==> src/rtl/shift_unit_seq.sv <==
// -----------------------------------------------------------------------------
// shift_unit_seq
//
// Multi-cycle shift unit for the multicycle MIPS datapath. It sits directly
// downstream of the shifter entry-select and shift-amount-select muxes. A job
// latches an operand, an operation and a shift amount, then moves the working
// register by one bit position per clock until the amount is used up.
//
// Handshake: a job is accepted on a rising edge where start=1 and the unit is
// idle (busy=0). start seen while busy=1, including during the done cycle, is
// dropped rather than queued. done is a one-cycle pulse; result is final while
// done=1 and is held until the next accepted start. Inputs other than start are
// only looked at on the accepting edge.
//
// Ports:
//   clk       in   rising-edge clock
//   reset     in   asynchronous active-low reset (aborts any job, no done)
//   start     in   job request, honoured only when idle
//   op        in   3'b000 sll, 001 srl, 010 sra, 011 rotl, 100 rotr,
//                  anything else is a pass-through of data_in
//   data_in   in   operand [DATA_W-1:0]
//   shamt_in  in   shift amount [SHAMT_W-1:0]
//   result    out  working/final register [DATA_W-1:0]
//   busy      out  high while a job is in flight (SHIFT or DONE)
//   done      out  one-cycle pulse, result is final
//   dbg_state out  current FSM state (0 IDLE, 1 SHIFT, 2 DONE)
// -----------------------------------------------------------------------------
module shift_unit_seq #(
   parameter int DATA_W  = 32,
   parameter int SHAMT_W = 5
) (
   input  logic               clk,
   input  logic               reset,
   input  logic               start,
   input  logic [2:0]         op,
   input  logic [DATA_W-1:0]  data_in,
   input  logic [SHAMT_W-1:0] shamt_in,
   output logic [DATA_W-1:0]  result,
   output logic               busy,
   output logic               done,
   output logic [1:0]         dbg_state
);

   typedef enum logic [1:0] {
      S_IDLE  = 2'd0,
      S_SHIFT = 2'd1,
      S_DONE  = 2'd2
   } state_t;

   localparam logic [2:0] OP_SLL  = 3'b000;
   localparam logic [2:0] OP_SRL  = 3'b001;
   localparam logic [2:0] OP_SRA  = 3'b010;
   localparam logic [2:0] OP_ROTL = 3'b011;
   localparam logic [2:0] OP_ROTR = 3'b100;

   state_t             state, state_nx;
   logic [DATA_W-1:0]  result_nx;
   logic [SHAMT_W-1:0] count, count_nx;
   logic [2:0]         op_q, op_nx;
   logic               op_valid;

   // One-position step of the latched operation. Amounts at or above DATA_W
   // need no special casing: stepping bit by bit naturally saturates logical
   // shifts, fills sra with the sign, and wraps rotates.
   function automatic logic [DATA_W-1:0] shift_one(input logic [DATA_W-1:0] v,
                                                    input logic [2:0]        o);
      logic [DATA_W-1:0] r;
      r = v;
      case (o)
         OP_SLL:  r = {v[DATA_W-2:0], 1'b0};
         OP_SRL:  r = {1'b0, v[DATA_W-1:1]};
         OP_SRA:  r = {v[DATA_W-1], v[DATA_W-1:1]};
         OP_ROTL: r = {v[DATA_W-2:0], v[DATA_W-1]};
         OP_ROTR: r = {v[0], v[DATA_W-1:1]};
         default: r = v;
      endcase
      return r;
   endfunction

   assign op_valid = (op <= OP_ROTR);

   always_comb begin
      state_nx  = state;
      result_nx = result;
      count_nx  = count;
      op_nx     = op_q;
      case (state)
         S_IDLE: begin
            if (start) begin
               result_nx = data_in;
               op_nx     = op;
               count_nx  = shamt_in;
               // Zero amount or pass-through op has nothing to shift.
               state_nx  = ((shamt_in != '0) && op_valid) ? S_SHIFT : S_DONE;
            end
         end
         S_SHIFT: begin
            result_nx = shift_one(result, op_q);
            count_nx  = count - SHAMT_W'(1);
            if (count == SHAMT_W'(1)) begin
               state_nx = S_DONE;
            end
         end
         S_DONE: begin
            state_nx = S_IDLE;
         end
         default: begin
            state_nx = S_IDLE;
         end
      endcase
   end

   // busy and done are flopped from the next state so they change together
   // with the state register and have no path from the inputs.
   always_ff @(posedge clk or negedge reset) begin
      if (!reset) begin
         state  <= S_IDLE;
         result <= '0;
         count  <= '0;
         op_q   <= OP_SLL;
         busy   <= 1'b0;
         done   <= 1'b0;
      end else begin
         state  <= state_nx;
         result <= result_nx;
         count  <= count_nx;
         op_q   <= op_nx;
         busy   <= (state_nx != S_IDLE);
         done   <= (state_nx == S_DONE);
      end
   end

   assign dbg_state = state;

endmodule

==> config.mk <==
export PLATFORM = sky130hd
export DESIGN_NAME = shift_unit_seq
export DESIGN_NICKNAME = d
export VERILOG_FILES = /design/src/rtl/shift_unit_seq.sv
export SDC_FILE = /design/constraint.sdc
export NUM_CORES = 1
export LEC_CHECK = 0
export BUFFER_PORTS_ARGS = -buffer_cell sky130_fd_sc_hd__buf_2
export CAP_MARGIN = 15
export CORE_MARGIN = 2
export CORE_UTILIZATION = 47
export DETAILED_ROUTE_END_ITERATION = 16
export GPL_ROUTABILITY_DRIVEN = 0
export PLACE_DENSITY_LB_ADDON = 0.15
export SYNTH_ARGS = -nofsm -noshare
export SYNTH_HDL_FRONTEND = slang
export SYNTH_SLANG_ARGS = --single-unit
==> constraint.sdc <==
create_clock -name clk -period 1.8 [get_ports clk]
set_clock_uncertainty 0.05 [all_clocks]
set_input_delay 0.27 -clock clk [delete_from_list [all_inputs] [get_ports clk]]
set_output_delay 0.27 -clock clk [all_outputs]
set_load 0.01 [all_outputs]
; After elaboration in Yosys (flattened, before gate mapping)
; Index checks and enable logic that the tools add are counted.
[word_totals]
ff_bits = 44
latch_bits = 0
ram_bits = 0
romBits = 0
elab_cells = 39
mem_count = 0
[classes]
addsub = 1
multipliers = 0
div_mod_pow = 0
order_cmp = 1
n_eq_ne = 11
shift = 0
muxes = 9
n_bitwise = 0
n_reduce_logical = 10
[ops]
columns = operator, count
row1 = 32-bit one-hot mux with 5 select lines, 1
row2 = 32-bit one-hot mux with 2 select lines, 1
row3 = 32-bit 2-to-1 mux, 1
row4 = 5-bit one-hot mux with 2 select lines, 1
row5 = "3-bit by 2-bit == test with 1-bit output, second input constant", 2
row6 = 2-bit 2-to-1 mux, 3
row7 = "6-bit by 1-bit inequality test with 1-bit output, second input constant", 1
row8 = "5-bit by 1-bit == test with 1-bit output, second input constant", 1
row9 = 5-bit 2-to-1 mux, 1
row10 = "5-bit by 1-bit inequality test with 1-bit output, second input constant", 1
row11 = 5-bit nonzero test, 1
row12 = "5-bit by 1-bit subtractor with 5-bit output, second input constant", 1
row13 = "2-bit inequality test, second input constant", 2
row14 = 2-bit one-hot mux with 2 select lines, 1
row15 = 2-bit AND reduction, 2
row16 = 4-bit AND reduction, 1
row17 = 2-bit nonzero test, 2
row18 = "3-bit by 1-bit == test with 1-bit output, second input constant", 1
row19 = "3-bit == test, second input constant", 1
row20 = "3-bit less-or-equal comparator, second input constant", 1
row21 = 3-bit zero test, 1
row22 = 3-bit AND reduction, 1
row23 = "2-bit by 1-bit == test with 1-bit output, second input constant", 1
row24 = "2-bit == test, second input constant", 1
row25 = other kinds (2), 2

; Logic depth before layout (Yosys ltp)
[depth]
word_depth = 6
mapped_depth = 7
mapped_depth_nobuf = 5

; Least setup slack after synthesis
; OpenSTA, ideal clock, no wires.
[synth_timing]
kind = register to register
from = register op_q[0]
to = register result[10]
setup_ns = 0.126
t_arrival_ns = 1.638
required_time_ns = 1.624
path_slack_ns = -0.014
path_stages_with_launch = 7
period_less_slack_ns = 1.814
cell_sequence = dfrtp_1 > buf_6 > xor2_4 > o21ai_4 > buf_6 > mux2_4 > a221o_1
[synth_via]
elab_chain_cells = 3
word_cells_on_any_way = 9
classes_between = eq/ne (5) / mux (2) / reduce/logical (2)
[synth_rtl]
columns = item, line
row1 = from (decl), 59  ; logic [2:0] op_q, op_nx;
row2 = from (signal assigned), 127  ; op_q <= op_nx;
row3 = 3-bit == test (tied with other cells), 69  ; case (o)
row4 = 32-bit one-hot mux with 5 select lines or 6-bit by 1-bit inequality test with 1-bit output (tied branches), -
row5 = 32-bit one-hot mux with 2 select lines or 3-bit AND reduction (tied branches), -
row6 = to (signal assigned), 125  ; result <= result_nx;
row7 = to (decl), 38  ; output logic [DATA_W-1:0] result,
; Parallel ways exist; a longest one is shown, timed or not.
; A chain may end at the register's enable or synchronous reset.

; Worst setup path after layout
[layout_timing]
from = register op_q[0]
to = register result[20]
; Same word-level chain as after synthesis.

==> flow_summary.toml <==
[drt]
post_drt_wl_per_cell_um = 15.2
via_per_inst = 5.44
drt_wl_total_um = 6310
ant_nets = 0
drcViolationCount = 0
dr_total_vias = 2263
first_pass_iters = 4
first_iter_violations = 222

[timing]
hold_violations = 0
timing.final.crit_share_pct = 106
setup_ws_ns = -0.100
timing.hold.ws_ns = 0.168
slew_headroom_pct = 73.4
tightest_slew_ns = 0.399
finalMaxSlewViolations = 0
fin_crit_ns = 1.90
setup_viol = 30
rsz0062_at_grt = "yes"
fmax_mhz = 526

[power_and_ir_drop]
max-vdd-ir-drop_v = 0.00112
p_per_area_nw_per_um2 = 2250
p_leak_nw = 1.72
power_mw = 7.60

[clock_tree]
htree_levels = 2
clkLatencyLatePin_ns = 0.30
clk_pin_slew_worst_paths_ns = 0.09
clockBufferDepth = 2
numCtsBuffers = 5
cts_tree = "done"
cts_root_buf = "clkbuf_8"
cts.sinks = 44

[run_status]
violations = "negative setup slack"
status = "complete, but fails checks"

[floorplan]
initial_core_util_pct = 48.1
die_area_um2 = 6220
core_area_um2 = 5470
rows = 27
ios = 79
die_h_um = 78.9
die_w_um = 78.9

[yosys]
yosysUniqueCellTypes = 38
synth.most_common_cell = "dfrtp_1"
yosysSeqAreaShare_pct = 41.8
syn_inst = 255
synth-edff-count = 0
synthTopCellsByCount = "dfrtp_1 (44), nor2_1 (40), nand2_1 (35)"
async_reset_ff_share_pct = 100
yosys.area.top_type = "dfrtp_1"
yosys-top-cells-area = "dfrtp_1 (42%), mux2_4 (13%), a221o_1 (11%)"
synth_nets = 300
synth_top_cell_area_share_pct = 41.8
synth_ff_type = "dfrtp_1"
synth_seq_cells = 44
syn_area_um2 = 2640
yosysWarnings = 0
synth_area_per_cell_um2 = 10.3

[grt]
overflow = 0
grt_pass1_wl_um = 10500
grt_max_degree = 63
grt_use_total_pct = 21.3
grt_pass1_vias = 2175
antenna_found_initial = 0

[final_layout]
fin_util_pct = 61.7
drive_gt1_share_pct = 43.0
num-fill-cells = 509
layout.nets = 389
register_area_um2 = 1100
antenna_cells = 0
multi_input_area_um2 = 1440
syn2layout_area_growth_pct = 28.1

[worst_setup_path]
end_kind = "flop"
startpoint_type = "flop"
cp.arrival_ns = 2.03
r2r_cells = 6
crit_required_ns = 1.93
path_class = "flop to flop"
cp_max_fo = 5

[run]
drv_cap = 0

[placement]
hpwl_um = 4420
portBuffers = 78

[worst_hold_path]
hold_depth = 2
hold_path.class = "primary input to flop"
[report_power, final]
part | total [mW] | internal [mW] | switching, mW
logic | 4.89 | 2.70 | 2.19
clock network | 0.684 | 0.343 | 0.342
registers | 2.02 | 1.49 | 0.536
total | 7.60 | 4.53 | 3.07
[final timing paths]
check	from	end	slack [ns]
worst max-delay path	op_q[0]	result[20]	-0.10
worst min-delay path	op[2]	op_q[2]	0.17
worst max register to register	op_q[0]	result[20]	-0.10
worst min register to register	count[4]	count[4]	0.48
max in group asynchronous	reset	result[29]	1.06
min in group asynchronous	reset	result[17]	0.43
[placed cells by master, fill, tap and decap left out, drive strengths merged, types with 2 or more instances in the layout]
cell type,netlist,routed
a21oi,10,10
a221o,30,30
buf,14,101
clkbuf,6,7
dfrtp,44,44
ha,2,2
inv,5,5
mux2,34,34
mux2i,2,2
nand2,35,35
nand2b,3,3
nor2,40,40
nor2b,2,2
nor3,2,2
o21ai,9,9
o22ai,2,2
[sequential cells by signal (all words and copies together) (netlist names)]
signal	flops
op_q	3
busy	1
count	5
result	32
done	1
dbg_state	2
[what timing repair did]
item                                   4_1_cts  5_1_grt
pin swaps                                    1        2
gates cloned                                 0        0
endpoints found under the hold margin       44        0
resized for setup                            6        3
hold buffers                                 1        0
setup buffers                                1        1
setup endpoints to repair                   31       32
[per-stage QoR]
| stage | worst slack (ns) | instance area, um2 | TNS [ns] | instances |
|---|---|---|---|---|
| final | -0.100 | 3380 | -2.46 | 416 |
| after global routing | -0.170 | 3380 | -4.38 | 416 |
| after CTS | -0.0998 | 3360 | -2.46 | 415 |
| after detailed placement | -0.138 | 3220 | -3.28 | 406 |
| after global placement | -0.260 | 3210 | -7.45 | 405 |
| after floorplan | -0.00919 | 2670 | -0.215 | 255 |
[cells by family after synthesis]
group                    Yosys count  synth area share (%)
AO/OA/AOI/OAI                     60                  19.0
XOR/XNOR                           1                  1.04
adder cells (fa/ha/maj)            2                 0.950
buffers and inverters             25                  5.22
flip-flops                        44                  41.8
multiplexers                      36                  18.4
AND/OR/NAND/NOR                   87                  13.6
[worst max-delay path, stage by stage, from the launching register on]
cell and delay (ns):
dfrtp_1 0.42, buf_12 0.14, xor2_4 0.14, o21ai_4 0.22
buf_4 0.21, mux2_4 0.31, a221o_1 0.29
[area by class of cell]
type | count | area share (%)
well taps | 72 | 2.67
multi-input cells | 186 | 42.6
inverters | 5 | 0.556
clock buffers | 7 | 2.85
repair buffers | 102 | 18.7
flip-flops and latches | 44 | 32.6
[routing by layer]
layer,part of all wire [%],global-route usage (%),up-vias
met2,46,34.0,68
li1,-,-,1102
met3,6.1,4.89,11
met4,1.5,6.90,0
met5,0,0,-
met1,47,28.9,1082
Note: power is estimated with default switching activity, not from simulation.
